$ cat src/rtl/vco_band_sel_fsm.sv
// Coarse VCO band calibration: SAR search of the cap-bank code against a counted target.
// Optional nearest-code refinement after the SAR pass is enabled by defining VCO_BAND_SEL_REFINE_EN.
module vco_band_sel_fsm #(
    parameter int CFS_W       = 6,
    parameter int N_W         = 8,
    parameter int FRAC_W      = 4,
    parameter int WIN_LOG2    = 8,
    parameter int CNT_W       = 24,
    parameter int SETTLE_CYC  = 4,
    parameter int TIMEOUT_CYC = 1024
) (
    input  logic              clk,
    input  logic              rst_n,
    input  logic              start,
    input  logic [N_W-1:0]    n_int,
    input  logic [FRAC_W:0]   alpha,
    output logic              meas_req,
    input  logic              meas_vld,
    input  logic [CNT_W-1:0]  meas_cnt,
    output logic [CFS_W-1:0]  cfs,
    output logic              busy,
    output logic              done,
    output logic              err,
    output logic [2:0]        fsm_state
);

    localparam int TW     = CNT_W + 2;
    localparam int BIT_W  = (CFS_W > 1) ? $clog2(CFS_W) : 1;
    localparam int SET_W  = $clog2(SETTLE_CYC + 1);
    localparam int WAIT_W = $clog2(TIMEOUT_CYC + 1);
    localparam logic [CFS_W-1:0] CFS_MID = CFS_W'(1) << (CFS_W - 1);

    // S_FIN is the single done-pulse cycle; S_DONE holds the result afterwards.
    typedef enum logic [2:0] {
        S_IDLE   = 3'd0,
        S_SETTLE = 3'd1,
        S_MEAS   = 3'd2,
        S_DECIDE = 3'd3,
        S_FIN    = 3'd4,
        S_DONE   = 3'd5
    } state_t;

    // Handshake: meas_req is a 1-cycle pulse opening a count window; the counter answers with a
    // 1-cycle meas_vld carrying meas_cnt. Only a meas_vld seen while in S_MEAS is consumed.

    state_t             state_q, state_d;
    logic [CFS_W-1:0]   cfs_q, dec_code;
    logic [BIT_W-1:0]   bit_q;
    logic [SET_W-1:0]   settle_cnt;
    logic [WAIT_W-1:0]  wait_cnt;
    logic [CNT_W-1:0]   tgt_q, cnt_q, tgt_sat;
    logic [TW-1:0]      tgt_sum, tgt_raw;
    logic               err_q, keep, settle_end, timeout, accept;
`ifdef VCO_BAND_SEL_REFINE_EN
    logic               refine_q;
    logic [CNT_W-1:0]   cnt_c_q, err_lo, err_hi;
`endif

    always_comb begin
        tgt_sum = {{(TW-N_W-FRAC_W){1'b0}}, n_int, {FRAC_W{1'b0}}}
                + {{(TW-FRAC_W-1){alpha[FRAC_W]}}, alpha};
        tgt_raw = tgt_sum << (WIN_LOG2 - FRAC_W);
        if (tgt_raw[TW-1])
            tgt_sat = '0;
        else if (tgt_raw[TW-2:CNT_W] != '0)
            tgt_sat = '1;
        else
            tgt_sat = tgt_raw[CNT_W-1:0];
    end

    assign keep       = (cnt_q < tgt_q);
    assign settle_end = (settle_cnt == SET_W'(SETTLE_CYC - 1));
    assign timeout    = (wait_cnt == WAIT_W'(TIMEOUT_CYC - 1));
    assign accept     = start && (state_q == S_IDLE || state_q == S_FIN || state_q == S_DONE);

    always_comb begin
        dec_code = cfs_q;
        if (!keep) dec_code[bit_q] = 1'b0;
    end

`ifdef VCO_BAND_SEL_REFINE_EN
    assign err_lo = (cnt_c_q >= tgt_q) ? (cnt_c_q - tgt_q) : (tgt_q - cnt_c_q);
    assign err_hi = (cnt_q   >= tgt_q) ? (cnt_q   - tgt_q) : (tgt_q - cnt_q);
`endif

    always_ff @(posedge clk) begin
        if (!rst_n) state_q <= S_IDLE;
        else        state_q <= state_d;
    end

    always_comb begin
        state_d = state_q;
        case (state_q)
            S_IDLE, S_DONE: if (start) state_d = S_SETTLE;
            S_FIN:          state_d = start ? S_SETTLE : S_DONE;
            S_SETTLE:       if (settle_end) state_d = S_MEAS;
            S_MEAS: begin
                if (meas_vld)     state_d = S_DECIDE;
                else if (timeout) state_d = S_IDLE;
            end
            S_DECIDE: begin
`ifdef VCO_BAND_SEL_REFINE_EN
                if (refine_q)                state_d = S_FIN;
                else if (bit_q != '0)        state_d = S_SETTLE;
                else if (dec_code != '1)     state_d = S_SETTLE;
                else                         state_d = S_FIN;
`else
                if (bit_q != '0) state_d = S_SETTLE;
                else             state_d = S_FIN;
`endif
            end
            default: state_d = S_IDLE;
        endcase
    end

    always_comb begin
        meas_req  = (state_q == S_MEAS) && (wait_cnt == '0);
        busy      = (state_q == S_SETTLE) || (state_q == S_MEAS) || (state_q == S_DECIDE);
        done      = (state_q == S_FIN);
        err       = err_q;
        cfs       = cfs_q;
        fsm_state = state_q;
    end

    always_ff @(posedge clk) begin
        if (!rst_n) begin
            cfs_q      <= CFS_MID;
            err_q      <= 1'b0;
            tgt_q      <= '0;
            cnt_q      <= '0;
            bit_q      <= '0;
            settle_cnt <= '0;
            wait_cnt   <= '0;
`ifdef VCO_BAND_SEL_REFINE_EN
            refine_q   <= 1'b0;
            cnt_c_q    <= '0;
`endif
        end else begin
            case (state_q)
                S_IDLE, S_FIN, S_DONE: begin
                    if (accept) begin
                        tgt_q      <= tgt_sat;
                        err_q      <= 1'b0;
                        cfs_q      <= CFS_MID;
                        bit_q      <= BIT_W'(CFS_W - 1);
                        settle_cnt <= '0;
`ifdef VCO_BAND_SEL_REFINE_EN
                        refine_q   <= 1'b0;
                        // Code 0 is never measured; seeding with the target keeps a saturated-low result.
                        cnt_c_q    <= tgt_sat;
`endif
                    end
                end
                S_SETTLE: begin
                    settle_cnt <= settle_cnt + 1'b1;
                    wait_cnt   <= '0;
                end
                S_MEAS: begin
                    wait_cnt <= wait_cnt + 1'b1;
                    if (meas_vld)     cnt_q <= meas_cnt;
                    else if (timeout) err_q <= 1'b1;
                end
                S_DECIDE: begin
                    settle_cnt <= '0;
`ifdef VCO_BAND_SEL_REFINE_EN
                    if (refine_q) begin
                        refine_q <= 1'b0;
                        if (err_hi >= err_lo) cfs_q <= cfs_q - 1'b1;
                    end else
`endif
                    begin
`ifdef VCO_BAND_SEL_REFINE_EN
                        // The SAR result is always the last kept trial, so its count is captured here.
                        if (keep) cnt_c_q <= cnt_q;
`endif
                        if (bit_q != '0) begin
                            cfs_q <= dec_code | (CFS_W'(1) << (bit_q - 1'b1));
                            bit_q <= bit_q - 1'b1;
                        end
`ifdef VCO_BAND_SEL_REFINE_EN
                        else if (dec_code != '1) begin
                            cfs_q    <= dec_code + 1'b1;
                            refine_q <= 1'b1;
                        end
`endif
                        else begin
                            cfs_q <= dec_code;
                        end
                    end
                end
                default: ;
            endcase
        end
    end

endmodule

$ cat config.mk
export PLATFORM = sky130hd
export DESIGN_NAME = vco_band_sel_fsm
export DESIGN_NICKNAME = d
export VERILOG_FILES = /design/src/rtl/vco_band_sel_fsm.sv
export SDC_FILE = /design/constraint.sdc
export NUM_CORES = 1
export LEC_CHECK = 0
export ABC_AREA = 1
export BUFFER_PORTS_ARGS = -buffer_cell sky130_fd_sc_hd__buf_4
export CAP_MARGIN = 20
export CORE_UTILIZATION = 51
export CTS_CLUSTER_DIAMETER = 40
export DETAILED_ROUTE_END_ITERATION = 8
export MAX_ROUTING_LAYER = met4
export PLACE_DENSITY = 0.73
export SLEW_MARGIN = 10
export SYNTH_ARGS = -nofsm -noshare
export SYNTH_HDL_FRONTEND = slang
export SYNTH_SLANG_ARGS = --single-unit
$ cat constraint.sdc
create_clock -name clk -period 2.1 [get_ports clk]
set_input_delay 0.42 -clock clk [delete_from_list [all_inputs] [get_ports clk]]
set_output_delay 0.42 -clock clk [all_outputs]
set_load 0.01 [all_outputs]
; ---- Yosys cells after proc, flatten, opt, wreduce, memory -nomap -nowiden
; Index checks and enable logic that the tools add are counted.
[word_totals]
ff_bits = 75
inputBits = 41
out_inout_bits = 13
wordCells = 81
[classes]
add_sub_neg = 4
order_cmp = 3
eq_ne = 14
shifts = 1
mux = 25
n_bitwise = 3
reduce_logical = 23
[ops]
columns = cell, count
row1 = $mux 24, 2
row2 = $mux 3, 9
row3 = $lt 24x24->1, 1
row4 = $pmux 11 s2, 1
row5 = $mux 6, 3
row6 = $pmux 3 s5, 1
row7 = $add 13x5->14, 1
row8 = $ne 2x2->1 const B, 6
row9 = $pmux 6 s2, 1
row10 = $add 11x1->11 const B, 1
row11 = $eq 11x10->1 const B, 1
row12 = $logic_not 11->1, 1
row13 = $eq 3x2->1 const B, 3
row14 = $pmux 3 s3, 1
row15 = $reduce_and 2->1, 4
row16 = $and 6x6->6, 1
row17 = $eq 3x3->1 const B, 2
row18 = $not 6->6, 1
row19 = $or 6x6->6, 1
row20 = $pmux 3 s2, 1
row21 = $reduce_and 3->1, 2
row22 = $reduce_bool 2->1, 3
row23 = $reduce_bool 3->1, 2
row24 = $shl 1x3->6 const A, 1
row25 = other kinds (15), 23

; ---- Longest topological paths before layout
; Gate-level depths: netlist of run 1.
[logic_depth]
depth_word = 10
ltp_mapped = 15

; ---- Worst setup path before layout of run 1
; OpenSTA, ideal clock, no wires.
[synth_path]
path_type = register to output
from = register state_q[1] (netlist: fsm_state[1])
to = output port meas_req
t_arrival_ns = 1.380
slack_ns = 0.300
stages_incl_launch_ff = 8
path_cell_list = dfxtp_1 inv_1 nor2_2 nand2_2 inv_2 buf_4 nand4_1 nor4_1
[synth_via]
elab_chain_len = 2
[synth_rtl]
columns = element, line
row1 = start: declaration, 46  ; state_t state_q, state_d;
row2 = start signal: assignment, 88  ; else state_q <= state_d;
row3 = $eq 3x2->1, 117  ; meas_req = (state_q == S_MEAS) && (wait_cnt == '0);
row4 = $logic_and 1x1->1, 117
row5 = end: declaration, 17  ; output logic meas_req,
; No other way between the ends.

; ---- Worst setup path after layout of run 1
; Ends and elaborated chain as after synthesis.

==> impl_results.md, run 1 <==
- Status: complete, no violations
- Sequential fraction of the synthesis area: 0.334
- Post-Syn Area per Cell: 7.13 µm²
- Vias in the first global route: 3067
- Mapped Nets: 576
- Total chip power: 4.35 mW
- Power density over the cells: 1000 nW/µm²
- Fin. max-slew vios: 0
- Synth-to-Final Area Change: 20.7%
- Antenna Violating Nets Remaining: 0
- Top cell type's share of synthesized area: 0.334
- I/O pin count: 54
- DR iter-0 viols: 145
- Post-Synth Adder-Cell Area: 0.110
- Die height: 86.0 µm
- Final setup vio count: 0
- Max transition margin: 0.691
- Detail Placement HPWL: 5.80 mm
- Leakage power: 1.92 nW
- Cts hold-fix bufs: 0
- Hold Crit Endpoint: cnt_q[15]
- Fmax: 502 MHz
- Hold Path Class: in2reg
- Starting density of the core: 0.529
- Fin crit share: 0.949
- VDD IR max: 0.000426 V
- PortBufs: 49
- Post-Synthesis Cells: 504
- Worst EP required: 1.68 ns
- YS warnings: 0
- RSZ-0062 raised after global routing: no
- XOR/XNOR Fraction of Synth Area: 0.00940
- Max-cap violations: 0
- Final GP Congestion: 0.900
- Synth Area in Simple Gates: 0.276
- Horiz. Die Dim: 86.0 µm
- Arr. time, crit path: 1.57 ns
- RR Endpoint: cfs[4]
- Post-synthesis cell type count: 39
- Reg-to-Reg Start: tgt_q[15]
- DR vias: 3345
- Initial antenna violation count: 0
- Worst Tran Pin Value: 0.464 ns
- Placed cell area: 4140 µm²
- Worst Setup Path Type: reg2out
- DR WL/cell: 11.5 µm
- Num CTS Buffers: 9
- First-pass detailed-route iteration total: 4
- Largest net degree at the start of global routing: 23
- Core area: 6790 µm²
- Worst Clk Skew: 0.00956 ns
- Hold slack: 0.336 ns
- DIE AREA: 7390 µm²
- Layout cells sized above 1: 0.235
- Global Route Usage Sum: 0.231
- Std cell rows: 30
- Most frequent cells in the layout: 103 x nand2_1, 68 x buf_4, 59 x dfxtp_1
- Mux cell area share after synthesis: 0
- CTS max path bufs: 2
- Worst R2R Setup Slack: 0.26 ns
- Final Hold Viols: 0
- CTS tree: built
- R2R cell count: 12
- Clk Latency, worst-skew pair: 0.34 ns
- Largest family of logic cells by synthesized area: simple AND/OR/NAND/NOR gates
- Global-route wire length before repair: 13.1 mm
- Grt total ovfl: 0
- #FFs+latches synth: 60
- Diode count: 0
- Worst setup EP type: output pin
- Hold depth: 3
- Routed wire length: 7.70 mm
- Commonest non-fill, non-tap cell in the layout: nand2_1
- CP Launch Type: flop
- Clock Sinks: 60
- Synthesized area: 3590 µm²
- Area fraction in compound gates after synthesis: 0.175
- Pre-CTS setup slack: -0.251 ns
- Post-CTS Setup Bufs: 0
- Dominant cell type by area after synthesis: dfxtp_1
- Setup slack after layout: 0.107 ns
- Root Driver: clkbuf_8
- DRC Markers: 0
- Min cycle time layout: 1.99 ns
- Synth top area cells: dfxtp_1 33%, nand2_1 11%, ha_1 10%
- Clock slew at reported path FFs: 0.06 ns
- HP Start: meas_cnt[15]
- H-tree depth: 3
- Design area: 4340 µm²
- DR vias/cell: 5.01
- Critical path peak fanout: 6
- Final #Nets: 640
how the worst max path moves through the flow:
| stage | startpoint | endpoint | slack (ns) |
|---|---|---|---|
| 5_1_grt | fsm_state[1] | meas_req | 0.005 |
| 3_3_place_gp | alpha[4] | tgt_q[5] | -0.18 |
| 3_5_place_dp | alpha[4] | tgt_q[4] | -0.25 |
| 4_1_cts | fsm_state[1] | meas_req | 0.09 |
| 2_1_floorplan | fsm_state[1] | meas_req | 0.30 |
| 6_report | fsm_state[1] | meas_req | 0.11 |
metal layers:
| layer | GRT usage | vias to the layer above | part of all wire |
|---|---|---|---|
| met2 | 0.380 | 56 | 0.47 |
| li1 | - | 1766 | - |
| met4 | 0.0894 | 0 | 0.016 |
| met1 | 0.280 | 1513 | 0.48 |
| met3 | 0.0414 | 10 | 0.034 |
| met5 | - | - | 0 |
cell usage after synthesis:
library cell    n
nor2_4          1
inv_2          11
xor2_1          2
o22ai_1         1
nand4_1         6
a21o_1          1
nand3_1        22
inv_1          56
buf_4           1
nor3_1          6
buf_1           1
o21ai_0        34
a221oi_1        1
nand2_1       103
xnor2_2         1
or2_0           1
ha_1           30
clkbuf_1        6
or2_2           3
nor2_8          1
o211ai_1        1
a21oi_4         1
nand3_2         9
o21ai_2         1
and2_1          1
dfxtp_1        60
nand2_2         5
clkinv_1        1
a31oi_1         4
o21ai_1         9
nor2_2          7
a211oi_1        3
nor2_1         52
fa_1            1
buf_2           4
nor4_1          1
buf_6           3
a21oi_2        12
a21oi_1        41
power breakdown:
| part | internal (mW) | leakage, nW | switching, mW |
|---|---|---|---|
| Clock | 0.598 | 0.0983 | 0.433 |
| Combinational | 0.690 | 1.34 | 1.15 |
| Sequential | 1.33 | 0.488 | 0.140 |
what timing repair did:
item | in CTS | in global routing
gates cloned | 0 | 0
endpoints found under the setup margin | 1 | 3
gates resized for setup | 1 | 1
hold endpoints to repair | 0 | 0
cell families after synthesis:
| family | Yosys count |
|---|---|
| buf+inv | 83 |
| flops | 60 |
| fa+ha+maj | 31 |
| xor+xnor | 3 |
| simple gates | 218 |
| compound gates | 109 |
metrics by stage:
stage	util	std cells	TNS, ns
2_1_floorplan	-	504	0
3_3_place_gp	0.609	653	-1.75
3_5_place_dp	0.609	653	-2.37
4_1_cts	0.637	667	0
5_1_grt	0.639	667	0
6_report	0.639	667	0
sequential cells by signal, indices dropped and copies added (netlist names):
register,count
err,1
cfs,6
fsm_state,3
settle_cnt,3
wait_cnt,11
bit_q,3
cnt_q,20
tgt_q,13
area by class of cell:
class                   count  area [µm²]
fillers                   616        2450
multi-input cells         361        2060
flip-flops and latches     60        1200
repair buffers             68         510
inverters                  68         255
clock buffers              12         155
well taps                  96         120
clock inverters             2        35.0
worst max-delay path: stages (launching register included):
cell,delay (ns)
dfxtp_2,0.40
inv_1,0.07
nor2_2,0.11
nand2_2,0.10
inv_2,0.09
nand4_1,0.07
nor4_1,0.22
buf_4,0.18
Power figures use the tool's default switching activity.
==> inputs of run 2 (changes only) <==
--- a/config.mk
+++ b/config.mk
@@ -6,12 +6,11 @@
 export NUM_CORES = 1
 export LEC_CHECK = 0
 export ABC_AREA = 1
-export BUFFER_PORTS_ARGS = -buffer_cell sky130_fd_sc_hd__buf_4
+export BUFFER_PORTS_ARGS = -buffer_cell sky130_fd_sc_hd__buf_2
 export CAP_MARGIN = 20
 export CORE_UTILIZATION = 51
 export CTS_CLUSTER_DIAMETER = 40
 export DETAILED_ROUTE_END_ITERATION = 8
-export MAX_ROUTING_LAYER = met4
 export PLACE_DENSITY = 0.73
 export SLEW_MARGIN = 10
 export SYNTH_ARGS = -nofsm -noshare
==> constraint.sdc (replaced) <==
create_clock -name clk -period 2.55 [get_ports clk]
set_input_delay 0.51 -clock clk [delete_from_list [all_inputs] [get_ports clk]]
set_output_delay 0.51 -clock clk [all_outputs]
set_load 0.01 [all_outputs]
==> run 2 against run 1 <==
Compared with the run above:
- wire length fell by 1.8%
- global-route usage fell by 1.3 points
- clock skew fell by 0.0012 ns
- die area did not move
- critical path type unchanged
- power fell by 21%
- clock power fell by 21%
- via count fell by 1.6%
- highest routed layer unchanged
==> impl_results.md, run 2 (synthesis results as in run 1) <==
- Status: complete, no violations
- Hold Path Class: in2reg
- DR vias/cell: 5.03
- Setup slack after layout: 0.311 ns
- Switch share: 0.415
- Num CTS Buffers: 9
- Worst Setup Path Type: reg2out
- RSZ-0062 raised after global routing: no
- Most frequent cells in the layout: 103 x nand2_1, 60 x dfxtp_1, 56 x inv_1
- Sequential share of power: 0.356
- Worst Clk Skew: 0.00835 ns
- CTS tree: built
- DIE AREA: 7390 µm²
- Max reg flops: 20
- CP Launch Type: flop
- Comb power frac: 0.408
- Internal: 2.01 mW
- Switching power of the nets: 1.42 mW
- DR iter-0 viols: 130
- Post-CTS Setup Bufs: 0
- Max-cap violations: 0
- DR WL/cell: 11.6 µm
- VDD IR max: 0.000492 V
- Clock Sinks: 60
- Root Driver: clkbuf_8
- Pre-CTS setup slack: 0.339 ns
- Die height: 86.0 µm
- Global-route wire length before repair: 12.6 mm
- DRC Markers: 0
- Synth-to-Final Area Change: 13.8%
- Total chip power: 3.43 mW
- Max transition margin: 0.644
- Diode count: 0
- I/O pin count: 54
- Core area: 6790 µm²
- Cts hold-fix bufs: 0
- First-pass detailed-route iteration total: 4
- Clock slew at reported path FFs: 0.06 ns
- Clock power frac: 0.236
- H-tree depth: 3
- Placed insts: 638
- Non-Filler Instances: 654
- Final setup vio count: 0
- Fin. max-slew vios: 0
- Initial antenna violation count: 0
- Final #Nets: 625
- Detail Placement HPWL: 5.45 mm
- Final GP Congestion: 0.891
- # resized after CTS: 0
- Vias in the first global route: 2970
- Largest reg by FF count: cnt_q
- Largest net degree at the start of global routing: 33
- Setup TNS: 0 ns
- PortBufs: 49
- DR vias: 3291
- Grt total ovfl: 0
- Global Route Usage Sum: 0.217
- Clk Latency, worst-skew pair: 0.34 ns
- Worst Tran Pin Value: 0.532 ns
- Final Hold Viols: 0
- Std cell rows: 30
- Starting density of the core: 0.529
- Commonest non-fill, non-tap cell in the layout: nand2_1
- Routed wire length: 7.56 mm
- Biggest regs: cnt_q (20), tgt_q (13), wait_cnt (11)
- Min cycle time layout: 2.24 ns
- Layout cells sized above 1: 0.217
- Fin crit share: 0.878
- Antenna Violating Nets Remaining: 0
- Worst EP required: 2.04 ns
- Critical path peak fanout: 12
- Leakage power: 1.82 nW
- Fmax: 447 MHz
- Core Util, Final: 0.602
- Worst setup EP type: output pin
- Arr. time, crit path: 1.73 ns
- Horiz. Die Dim: 86.0 µm
- CTS max path bufs: 2
- Power density over the cells: 839 nW/µm²
-- run 2: cell count changes in the layout (fill, tap and decap cells not counted), sizes merged --
cell      previous run  this run
bufinv               1         0
buf                 68        53
clkinvlp             0         1
clkinv               2         4
-- run 2: per-stage QoR --
step	hold WS (ns)	instance area (µm²)
6_report	0.427	4090
5_1_grt	0.423	4090
4_1_cts	0.406	4090
3_5_place_dp	0.436	3900
3_3_place_gp	0.438	3900
2_1_floorplan	0.429	3590
-- run 2: path summary, 6_finish.rpt --
kind	startpoint	to	slack, ns	depth (start not counted)
worst min-delay path	meas_cnt[13]	cnt_q[13]	0.43	3
worst min register to register	err	err	0.44	2
worst max-delay path	fsm_state[1]	meas_req	0.31	7
worst max register to register	fsm_state[1]	cnt_q[6]	0.67	8
-- run 2: metal layers --
layer	track usage	share of wire	wire [µm]
met2	0.375	0.47	3550
met3	0.0577	0.042	320
met5	0	0	0
met1	0.260	0.48	3630
met4	0.0758	0.0086	65
-- run 2: area by class of cell --
class	instances	area, µm²
inverter	68	255
multi-input combinational	361	2050
clock buffer	12	165
timing repair buffer	53	275
clock inverter	4	22.5
fill	633	2700
sequential	60	1200
tap	96	120
-- run 2: worst max-delay path, cell delays in order (launching register included) --
cell and delay, ns:
dfxtp_1 0.47, inv_1 0.08, nor2_2 0.11, nand2_2 0.10
inv_2 0.18, nand4_1 0.11, nor4_1 0.16, buf_2 0.17
-- run 2: power by group through the flow --
stage                     registers (mW)  clock network, mW  logic [mW]
after floorplan                     1.21                  0        1.13
final                               1.22              0.811        1.40
after global placement              1.24                  0        1.38
after detailed placement            1.24                  0        1.40
after CTS                           1.22              0.835        1.41
after global routing                1.24              0.877        1.61
==> inputs of run 3 (changes only) <==
--- a/config.mk
+++ b/config.mk
@@ -5,7 +5,6 @@
 export SDC_FILE = /design/constraint.sdc
 export NUM_CORES = 1
 export LEC_CHECK = 0
-export ABC_AREA = 1
 export BUFFER_PORTS_ARGS = -buffer_cell sky130_fd_sc_hd__buf_2
 export CAP_MARGIN = 20
 export CORE_UTILIZATION = 51
==> run 3 against run 2 <==
Compared with the run above:
- sequential power decreased by 20%
- sequential cell count did not move
- sequential share of layout area is 1.3 points higher
- design area fell by 4.1%
- fmax up 2.3%
==> impl_results.md, run 3 <==
- Final Hold Viols: 0
- Synth-to-Final Area Change: 15.6%
- Root Driver: clkbuf_8
- Placed insts: 518
- Die height: 83.6 µm
- DR vias: 3035
- RSZ-0062 raised after global routing: no
- Fin. max-slew vios: 0
- Max transition margin: 0.523
- Clock slew at reported path FFs: 0.07 ns
- CTS max path bufs: 2
- Arr. time, crit path: 2.45 ns
- Dominant cell type by area after synthesis: dfxtp_1
- Status: complete, no violations
- Commonest non-fill, non-tap cell in the layout: dfxtp_1
- VDD IR max: 0.000369 V
- Worst Clk Skew: 0.00735 ns
- Setup crit end: tgt_q[16]
- Design area: 3920 µm²
- CP Launch Type: input pin
- Min cycle time layout: 2.19 ns
- RR Endpoint: cfs[2]
- Sequential fraction of the synthesis area: 0.354
- H-tree depth: 3
- Core area: 6390 µm²
- Worst Tran Pin Value: 0.716 ns
- I/O pin count: 54
- Worst setup startpoint: alpha[4]
- Grt total ovfl: 0
- DR WL/cell: 13.9 µm
- Fin crit share: 0.859
- Reg-to-Reg Start: tgt_q[16]
- Num CTS Buffers: 9
- Global Route Usage Sum: 0.220
- Starting density of the core: 0.531
- Diode count: 0
- Post-synthesis cell type count: 48
- Initial antenna violation count: 0
- Number of flops mapped to enable cells by yosys: 0
- Post-CTS Setup Bufs: 0
- Detail Placement HPWL: 5.30 mm
- #FFs+latches synth: 60
- Mapped Nets: 476
- Worst Path Buf+Inv: 1
- Hold depth: 2
- Final setup vio count: 0
- Post-Synthesis Cells: 404
- Setup slack after layout: 0.360 ns
- Worst EP required: 2.81 ns
- Critical-path cell list: buf_2 > ha_1 > fa_1 > a211oi_1 > o21ai_0 > a21o_1 > a2111o_1 > a21oi_1
- Fmax: 457 MHz
- Post-Syn Area per Cell: 8.40 µm²
- Largest net degree at the start of global routing: 38
- Core Util, Final: 0.614
- Instance count on the critical path: 8
- Most frequent cells in the layout: 60 x dfxtp_1, 58 x nand2_1, 49 x buf_2
- DR iter-0 viols: 144
- Antenna Violating Nets Remaining: 0
- Max-cap violations: 0
- Top FF cell, synth: dfxtp_1
- First-pass detailed-route iteration total: 4
- Top cell type's share of synthesized area: 0.354
- Final GP Congestion: 0.833
- Count leader, synth: dfxtp_1
- CTS tree: built
- Slowest stage cell, crit path: fa_1
- R2R cell count: 7
- CP max stage delay: 0.40 ns
- Leakage power: 1.74 nW
- Power density over the cells: 555 nW/µm²
- Layout cells sized above 1: 0.162
- Worst Setup Path Type: in2reg
- Synth cell count leaders: 60 x dfxtp_1, 58 x nand2_1, 30 x ha_1
- DRC Markers: 0
- Placed cell area: 3710 µm²
- Asr flop ratio synth: 0
- Worst setup EP type: flop
- Hold Path Class: in2reg
- Global-route wire length before repair: 12.7 mm
- Final #Nets: 524
- Cts hold-fix bufs: 0
- # resized after CTS: 0
- Hold slack: 0.396 ns
- Max reg flops: 20
- DIE AREA: 6980 µm²
- Synth top area cells: dfxtp_1 35%, ha_1 11%, nand2_1 6.4%
- CP top delay family: compound AO/OA/AOI/OAI gates
- Non-Filler Instances: 534
- Largest reg by FF count: cnt_q
- Clk Latency, worst-skew pair: 0.33 ns
- HP Start: alpha[3]
- DR vias/cell: 5.68
- Synthesized area: 3390 µm²
- Routed wire length: 7.40 mm
- Total chip power: 2.18 mW
- Setup TNS: 0 ns
- Worst R2R Setup Slack: 0.46 ns
- Biggest regs: cnt_q (20), tgt_q (13), wait_cnt (11)
- YS warnings: 0
- Clock Sinks: 60
- Critical path peak fanout: 7
- Pre-CTS setup slack: 0.0322 ns
- Horiz. Die Dim: 83.6 µm
- Vias in the first global route: 2960
- PortBufs: 49
- Std cell rows: 29
==> run 3: cell type report <==
type | instances | area, µm²
multi-input combinational | 302 | 2020
sequential | 60 | 1200
clock inverter | 6 | 88.8
tap | 77 | 96.3
fill | 593 | 2460
timing repair buffer | 57 | 305
clock buffer | 10 | 128
inverter | 22 | 82.6
==> run 3: per-layer routing <==
metal | track usage | routed length (µm) | vias to the layer above
met2 | 0.403 | 3720 | 61
met3 | 0.0465 | 270 | 11
li1 | - | - | 1539
met4 | 0.0740 | 112 | 0
met5 | 0 | 0 | -
met1 | 0.254 | 3300 | 1424
==> run 3: cell families after synthesis <==
family                   after synthesis  synth area share
buffers and inverters                 42            0.0502
adder cells (fa/ha/maj)               31             0.117
AO/OA/AOI/OAI                        117             0.249
AND/OR/NAND/NOR                      147             0.211
XOR/XNOR                               5            0.0129
multiplexers                           2           0.00590
flip-flops                            60             0.354
==> run 3: report_power, final <==
group          switching, mW  internal [mW]  leakage [nW]  total (mW)
clock                  0.385          0.550         0.102       0.935
sequential            0.0178          0.956         0.485       0.973
combinational          0.146          0.122          1.15       0.267
==> run 3: how the worst min path moves through the flow <==
stage,endpoint,slack [ns]
floorplan,wait_cnt[9],0.44
global placement,cnt_q[20],0.45
detailed placement,cnt_q[21],0.46
CTS,tgt_q[7],0.38
global route,tgt_q[6],0.39
finish,tgt_q[7],0.40
